`config.mk`:
```
export PLATFORM = sky130hd
export DESIGN_NAME = esram_ahb_master_flat
export DESIGN_NICKNAME = d
export VERILOG_FILES = /design/src/rtl/esram_ahb_master_if.sv /design/src/rtl/esram_ahb_master.sv /design/src/flat_wrapper.sv
export SDC_FILE = /design/constraint.sdc
export NUM_CORES = 1
export LEC_CHECK = 0
export CORE_ASPECT_RATIO = 1.75
export CORE_UTILIZATION = 41
export DETAILED_ROUTE_END_ITERATION = 12
export PLACE_DENSITY = 0.81
export RECOVER_POWER = 25
export SYNTH_ARGS = -nofsm -noshare
export SYNTH_HDL_FRONTEND = slang
export SYNTH_SLANG_ARGS = --single-unit
export TNS_END_PERCENT = 10
```
`constraint.sdc`:
```
create_clock -name clk -period 2.75 [get_ports clk]
set_input_delay 0.4125 -clock clk [delete_from_list [all_inputs] [get_ports clk]]
set_output_delay 0.4125 -clock clk [all_outputs]
set_load 0.03 [all_outputs]
```
`src/rtl/esram_ahb_master_if.sv`:
```
// esram_ahb_master_if: AHB-Lite single-master bus between the eSRAM master and its slave.
interface esram_ahb_master_if;
    logic [31:0] HADDR;
    logic [1:0]  HTRANS;
    logic        HWRITE;
    logic [2:0]  HSIZE;
    logic [2:0]  HBURST;
    logic [31:0] HWDATA;
    logic [31:0] HRDATA;
    logic        HREADY;
    logic        HRESP;
    modport master (
        output HADDR, HTRANS, HWRITE, HSIZE, HBURST, HWDATA,
        input  HRDATA, HREADY, HRESP
    );
    modport slave (
        input  HADDR, HTRANS, HWRITE, HSIZE, HBURST, HWDATA,
        output HRDATA, HREADY, HRESP
    );
endinterface

```
`src/rtl/esram_ahb_master.sv`:
```
// esram_ahb_master: single-beat byte-wide AHB-Lite master with data-phase timeout.
// Bus outputs are registered from the next-state so they change cleanly on the clock edge.
module esram_ahb_master #(
    parameter int TIMEOUT_CYCLES = 255
) (
    input  logic        clk,
    input  logic        rst_n,
    input  logic [31:0] ahb_addr,
    input  logic [7:0]  ahb_data_out,
    input  logic        ahb_write,
    input  logic        ahb_read,
    output logic        ahb_busy,
    output logic        ahb_valid,
    output logic [7:0]  ahb_rdata,
    output logic        ahb_err,
    esram_ahb_master_if.master ahb
);
    localparam int CW = $clog2(TIMEOUT_CYCLES + 1);
    typedef enum logic [1:0] {IDLE, ADDR, DATA} state_t;
    state_t      state_q, state_d;
    logic [31:0] addr_q, addr_d;
    logic [7:0]  wdata_q, wdata_d;
    logic        dir_q, dir_d;
    logic [CW-1:0] cnt_q, cnt_d;
    logic        busy_q, busy_d;
    logic        valid_q, valid_d;
    logic        err_q, err_d;
    logic [7:0]  rdata_q, rdata_d;
    logic [1:0]  htrans_q, htrans_d;
    logic        hwrite_q, hwrite_d;
    logic [31:0] hwdata_q, hwdata_d;
    logic        fail;
    always_comb begin
        state_d = state_q;
        addr_d  = addr_q;
        wdata_d = wdata_q;
        dir_d   = dir_q;
        cnt_d   = cnt_q;
        valid_d = 1'b0;
        err_d   = 1'b0;
        rdata_d = rdata_q;
        fail    = !ahb.HREADY || ahb.HRESP;
        if (state_q == IDLE && (ahb_write || ahb_read)) begin
            state_d = ADDR;
            addr_d  = ahb_addr;
            wdata_d = ahb_data_out;
            dir_d   = ahb_write;
        end
        if (state_q == ADDR && ahb.HREADY) begin
            state_d = DATA;
            cnt_d   = '0;
        end
        if (state_q == DATA) begin
            // Completion and timeout share one exit; a timeout is just a failed completion
            if (ahb.HREADY || cnt_q == CW'(TIMEOUT_CYCLES - 1)) begin
                state_d = IDLE;
                err_d   = fail;
                valid_d = !dir_q;
                rdata_d = dir_q ? rdata_q : fail ? 8'hFF : ahb.HRDATA[{addr_q[1:0], 3'b000} +: 8];
            end else begin
                cnt_d = cnt_q + 1'b1;
            end
        end
        busy_d   = state_d != IDLE;
        htrans_d = state_d == ADDR ? 2'b10 : 2'b00;
        hwrite_d = state_d == ADDR && dir_d;
        hwdata_d = state_d == DATA && dir_d ? {4{wdata_d}} : 32'h0;
    end
    always_ff @(posedge clk or negedge rst_n) begin
        if (!rst_n) begin
            state_q  <= IDLE;
            addr_q   <= '0;
            wdata_q  <= '0;
            dir_q    <= 1'b0;
            cnt_q    <= '0;
            busy_q   <= 1'b0;
            valid_q  <= 1'b0;
            err_q    <= 1'b0;
            rdata_q  <= '0;
            htrans_q <= '0;
            hwrite_q <= 1'b0;
            hwdata_q <= '0;
        end else begin
            state_q  <= state_d;
            addr_q   <= addr_d;
            wdata_q  <= wdata_d;
            dir_q    <= dir_d;
            cnt_q    <= cnt_d;
            busy_q   <= busy_d;
            valid_q  <= valid_d;
            err_q    <= err_d;
            rdata_q  <= rdata_d;
            htrans_q <= htrans_d;
            hwrite_q <= hwrite_d;
            hwdata_q <= hwdata_d;
        end
    end
    assign ahb_busy   = busy_q;
    assign ahb_valid  = valid_q;
    assign ahb_err    = err_q;
    assign ahb_rdata  = rdata_q;
    assign ahb.HADDR  = addr_q;
    assign ahb.HTRANS = htrans_q;
    assign ahb.HWRITE = hwrite_q;
    assign ahb.HWDATA = hwdata_q;
    assign ahb.HSIZE  = 3'b000;
    assign ahb.HBURST = 3'b000;
endmodule

```
`src/flat_wrapper.sv`:
```
// flat-port wrapper written by rule: the top's interface ports become plain ports
module esram_ahb_master_flat 
#(
    parameter int TIMEOUT_CYCLES = 255
)
  (clk, rst_n, ahb_addr, ahb_data_out, ahb_write, ahb_read, ahb_busy, ahb_valid, ahb_rdata, ahb_err, ahb_HADDR, ahb_HTRANS, ahb_HWRITE, ahb_HSIZE, ahb_HBURST, ahb_HWDATA, ahb_HRDATA, ahb_HREADY, ahb_HRESP);
  esram_ahb_master_if ahb_i ();
  input  logic clk;
  input  logic rst_n;
  input  logic [31:0] ahb_addr;
  input  logic [7:0] ahb_data_out;
  input  logic ahb_write;
  input  logic ahb_read;
  output logic ahb_busy;
  output logic ahb_valid;
  output logic [7:0] ahb_rdata;
  output logic ahb_err;
  output wire logic [$bits(ahb_i.HADDR)-1:0] ahb_HADDR;
  output wire logic [$bits(ahb_i.HTRANS)-1:0] ahb_HTRANS;
  output wire logic [$bits(ahb_i.HWRITE)-1:0] ahb_HWRITE;
  output wire logic [$bits(ahb_i.HSIZE)-1:0] ahb_HSIZE;
  output wire logic [$bits(ahb_i.HBURST)-1:0] ahb_HBURST;
  output wire logic [$bits(ahb_i.HWDATA)-1:0] ahb_HWDATA;
  input wire logic [$bits(ahb_i.HRDATA)-1:0] ahb_HRDATA;
  input wire logic [$bits(ahb_i.HREADY)-1:0] ahb_HREADY;
  input wire logic [$bits(ahb_i.HRESP)-1:0] ahb_HRESP;
  assign ahb_HADDR = ahb_i.HADDR;
  assign ahb_HTRANS = ahb_i.HTRANS;
  assign ahb_HWRITE = ahb_i.HWRITE;
  assign ahb_HSIZE = ahb_i.HSIZE;
  assign ahb_HBURST = ahb_i.HBURST;
  assign ahb_HWDATA = ahb_i.HWDATA;
  assign ahb_i.HRDATA = ahb_HRDATA;
  assign ahb_i.HREADY = ahb_HREADY;
  assign ahb_i.HRESP = ahb_HRESP;
  esram_ahb_master #(.TIMEOUT_CYCLES(TIMEOUT_CYCLES)) u_core (.clk(clk), .rst_n(rst_n), .ahb_addr(ahb_addr), .ahb_data_out(ahb_data_out), .ahb_write(ahb_write), .ahb_read(ahb_read), .ahb_busy(ahb_busy), .ahb_valid(ahb_valid), .ahb_rdata(ahb_rdata), .ahb_err(ahb_err), .ahb(ahb_i));
endmodule
```
==> key figures <==
Timing
  – Worst Max-Slew Pin Slew: 1.73 ns
  – RSZ-0062 raised after global routing: no
  – Final Skew: 0.00683 ns
  – Slew margin rel.: -15.2%
  – Maximum clock frequency: 453 MHz
  – Hold Violations, Final: 0
  – Pins Over Slew Limit: 73
  – Final min period: 2.21 ns
  – Share of the clock period used by the worst path: 80.2%
  – Total Negative Setup Slacks: 0 ns
  – Number of setup violations in the final report: 0

Floorplan
  – Number of I/O pins: 162
  – Die X: 70.2 µm
  – Die Footprint: 8520 µm²
  – Vertical extent of the die: 121 µm
  – Row Count: 43
  – Core area: 7910 µm²
  – Starting density of the core: 42.2%

Min path
  – Path class of the lowest-slack min-delay path: register to register

Layout
  – Number of fillers in the final layout: 607
  – Signed area change from the synthesized netlist to the final layout: 51.2%
  – Net count reported at finish: 458
  – Share of final-layout standard cells stronger than drive strength 1: 21.7%
  – Antenna diodes: 0
  – Final cell area excluding filler cells: 5050 µm²

Critical path
  – CP Buf/Inv Count: 1
  – Kind of cell with the highest combined delay on the critical path: buffers and inverters
  – Highest cell delay on the worst timing path: 0.78 ns
  – WP data required: 2.34 ns
  – Stages on the worst setup path: 1
  – Setup crit start kind: register
  – R2R cell count: 6
  – Type of the setup path with the least slack: register to primary output
  – Critical R2R Launch: u_core.cnt_q[0]
  – Critical Path Start: u_core.ahb.HADDR[0]
  – Crit path capture: ahb_HADDR[0]
  – Data arrival time of the critical path: 1.79 ns
  – Cell with the largest stage delay on the worst path: clkdlybuf4s50_1
  – End of the worst register-to-register path: u_core.ahb_rdata[5]
  – Worst reg-to-reg setup slack: 0.56 ns
  – Critical path endpoint category: primary output
  – Largest driver fanout on the critical path: 10
  – Critical path, cell by cell: clkdlybuf4s50_1

GRT
  – Global-route usage over all layers: 18.8%
  – Vias in the first global route: 2421
  – Antenna violations before repair: 0
  – Largest net degree at the start of global routing: 73
  – Wire length of the first global-routing pass: 12100 µm
  – Total overflow reported by the global router: 0

Logic synthesis
  – Most common cell in the synthesized netlist: dfrtp_1
  – Main synth FF type: dfrtp_1
  – Mapped cell area: 3340 µm²
  – Yosys top cell by area: dfrtp_1
  – Yosys warning count: 0
  – Number of enable-type register cells in the synthesized netlist: 0
  – Register area share after synthesis: 54.0%
  – Avg Cell Area, Syn: 13.6 µm²
  – Count of mapped cells out of synthesis: 245
  – Area share of the leading cell type in the synthesized netlist: 54.0%
  – Flops & latches, synth: 72
  – Top post-synthesis cells by count: dfrtp_1, mux2_2, buf_4
  – Ys async rst share: 100%
  – Top cells by area, synth: dfrtp_1, mux2_2, buf_4
  – Number of unique standard cell types used by synthesis: 41

Status
  – Violations in the final reports: max-capacitance violations, max-slew violations
  – Run status: finished, violations left

Placed design
  – Final estimated routing congestion in global placement: 0.868
  – I/O Buffers: 154
  – Detailed placer's ending HPWL: 5650 µm
  – Area post-placement: 4760 µm²

Job
  – Max-cap violations: 1

Clocking
  – Clock transition time at the flip-flop clock pins of the worst setup and hold paths: 0.06 ns
  – Number of buffers inserted to repair setup after CTS: 0
  – Cells resized by post-CTS repair: 0
  – Clock sink total: 72
  – Max Root-Sink Buffers: 2
  – Clock H-tree levels: 3
  – Clock tree from TritonCTS: built
  – Num CTS Buffers: 9
  – CTS Root Cell: clkbuf_16
  – Number of hold-repair buffers added at the cts stage: 0
  – Clock network latency to the later pin of the worst-skew pair: 0.33 ns

Pwr
  – Peak supply drop: 0.646 mV
  – Static Leak: 2.08 nW
  – Power density normalized to cell area: 1130 nW/µm²
  – PnR Total Power: 0.00570 W

Routing
  – DRT Pass-1 Iters: 4
  – Number of vias after detailed routing: 2333
  – Total wire length: 7590 µm
  – Antenna viol nets, final: 0
  – Violation count after the first detailed-route iteration: 131
  – Via-per-instance ratio: 4.93
  – Detail-routed net length per standard cell: 16.1 µm
  – Drc violations: 0
[how the worst min path moves through the flow]
stage / slack, ns / from / to / cells after the start
2_1_floorplan: 0.12 / rst_n / u_core.ahb.HADDR[0] / 0
3_3_place_gp: 0.47 / u_core.wdata_q[4] / u_core.wdata_q[4] / 1
3_5_place_dp: 0.48 / u_core.wdata_q[7] / u_core.wdata_q[7] / 1
4_1_cts: 0.24 / rst_n / u_core.ahb.HADDR[10] / 1
5_1_grt: 0.51 / u_core.wdata_q[6] / u_core.wdata_q[6] / 1
6_report: 0.49 / u_core.wdata_q[7] / u_core.wdata_q[7] / 1
[cells by family after synthesis]
family / share of synthesized area, %
mux: 23.4
compound gates: 3.64
other cells: 0.112
flops: 54.0
fa+ha+maj: 0.750
xor+xnor: 0.525
buf+inv: 9.19
simple gates: 8.40
[routing by layer]
layer / vias up / GRT usage [%] / wire [µm]
met5: - / 0 / 0
met4: 0 / 7.63 / 144
met3: 12 / 4.98 / 473
met2: 111 / 34.4 / 4180
met1: 1128 / 20.1 / 2800
li1: 1082 / - / -
[metrics by stage]
stage / utilization (%) / worst slack (ns) / hold slack (ns) / std cells
floorplan: - / 0.864 / 0.117 / 251
global placement: 60.2 / 0.522 / 0.475 / 457
detailed placement: 60.2 / 0.494 / 0.482 / 457
CTS: 63.8 / 0.520 / 0.236 / 473
global route: 63.8 / 0.424 / 0.510 / 473
finish: 63.8 / 0.544 / 0.491 / 473
[cell usage in the layout, fill, tap and decap left out, types with 3 or more instances in the layout]
cell / netlist / layout
inv_1: 5 / 5
mux4_2: 8 / 8
a21oi_1: 3 / 3
nand2b_1: 11 / 11
conb_1: 1 / 7
clkdlybuf4s50_1: 0 / 153
clkinvlp_4: 0 / 3
nand2_1: 4 / 4
dfrtp_1: 72 / 72
mux2_4: 8 / 8
clkbuf_16: 0 / 9
nor2_1: 6 / 6
mux2_2: 40 / 40
nor2b_1: 11 / 11
mux2i_1: 3 / 3
a211oi_1: 3 / 3
[area by class of cell]
| cell class | count | area, µm² | share of cell area, % |
|---|---|---|---|
| sequential | 72 | 1800 | 35.7 |
| timing repair buffer | 157 | 1570 | 31.1 |
| multi-input combinational | 133 | 1260 | 24.9 |
| clock buffer | 10 | 239 | 4.74 |
| tap | 90 | 113 | 2.23 |
| clock inverter | 6 | 45.0 | 0.893 |
| inverter | 5 | 18.8 | 0.372 |
[power by group]
part	switching [W]	internal, W	leakage (nW)
combinational	0.00140	0.00139	1.08
sequential	0.000329	0.00150	0.863
clock	0.000453	0.000636	0.131
[flip-flops by register name, summed over array words and instances (netlist names)]
register           count
u_core.wdata_q         8
u_core.ahb_err         1
u_core.ahb.HADDR      32
u_core.ahb.HWDATA      8
u_core.dir_q           1
u_core.ahb.HTRANS      1
u_core.ahb_valid       1
u_core.cnt_q           8
u_core.ahb_busy        1
u_core.ahb.HWRITE      1
u_core.state_q         2
u_core.ahb_rdata       8
Power figures use the tool's default switching activity.
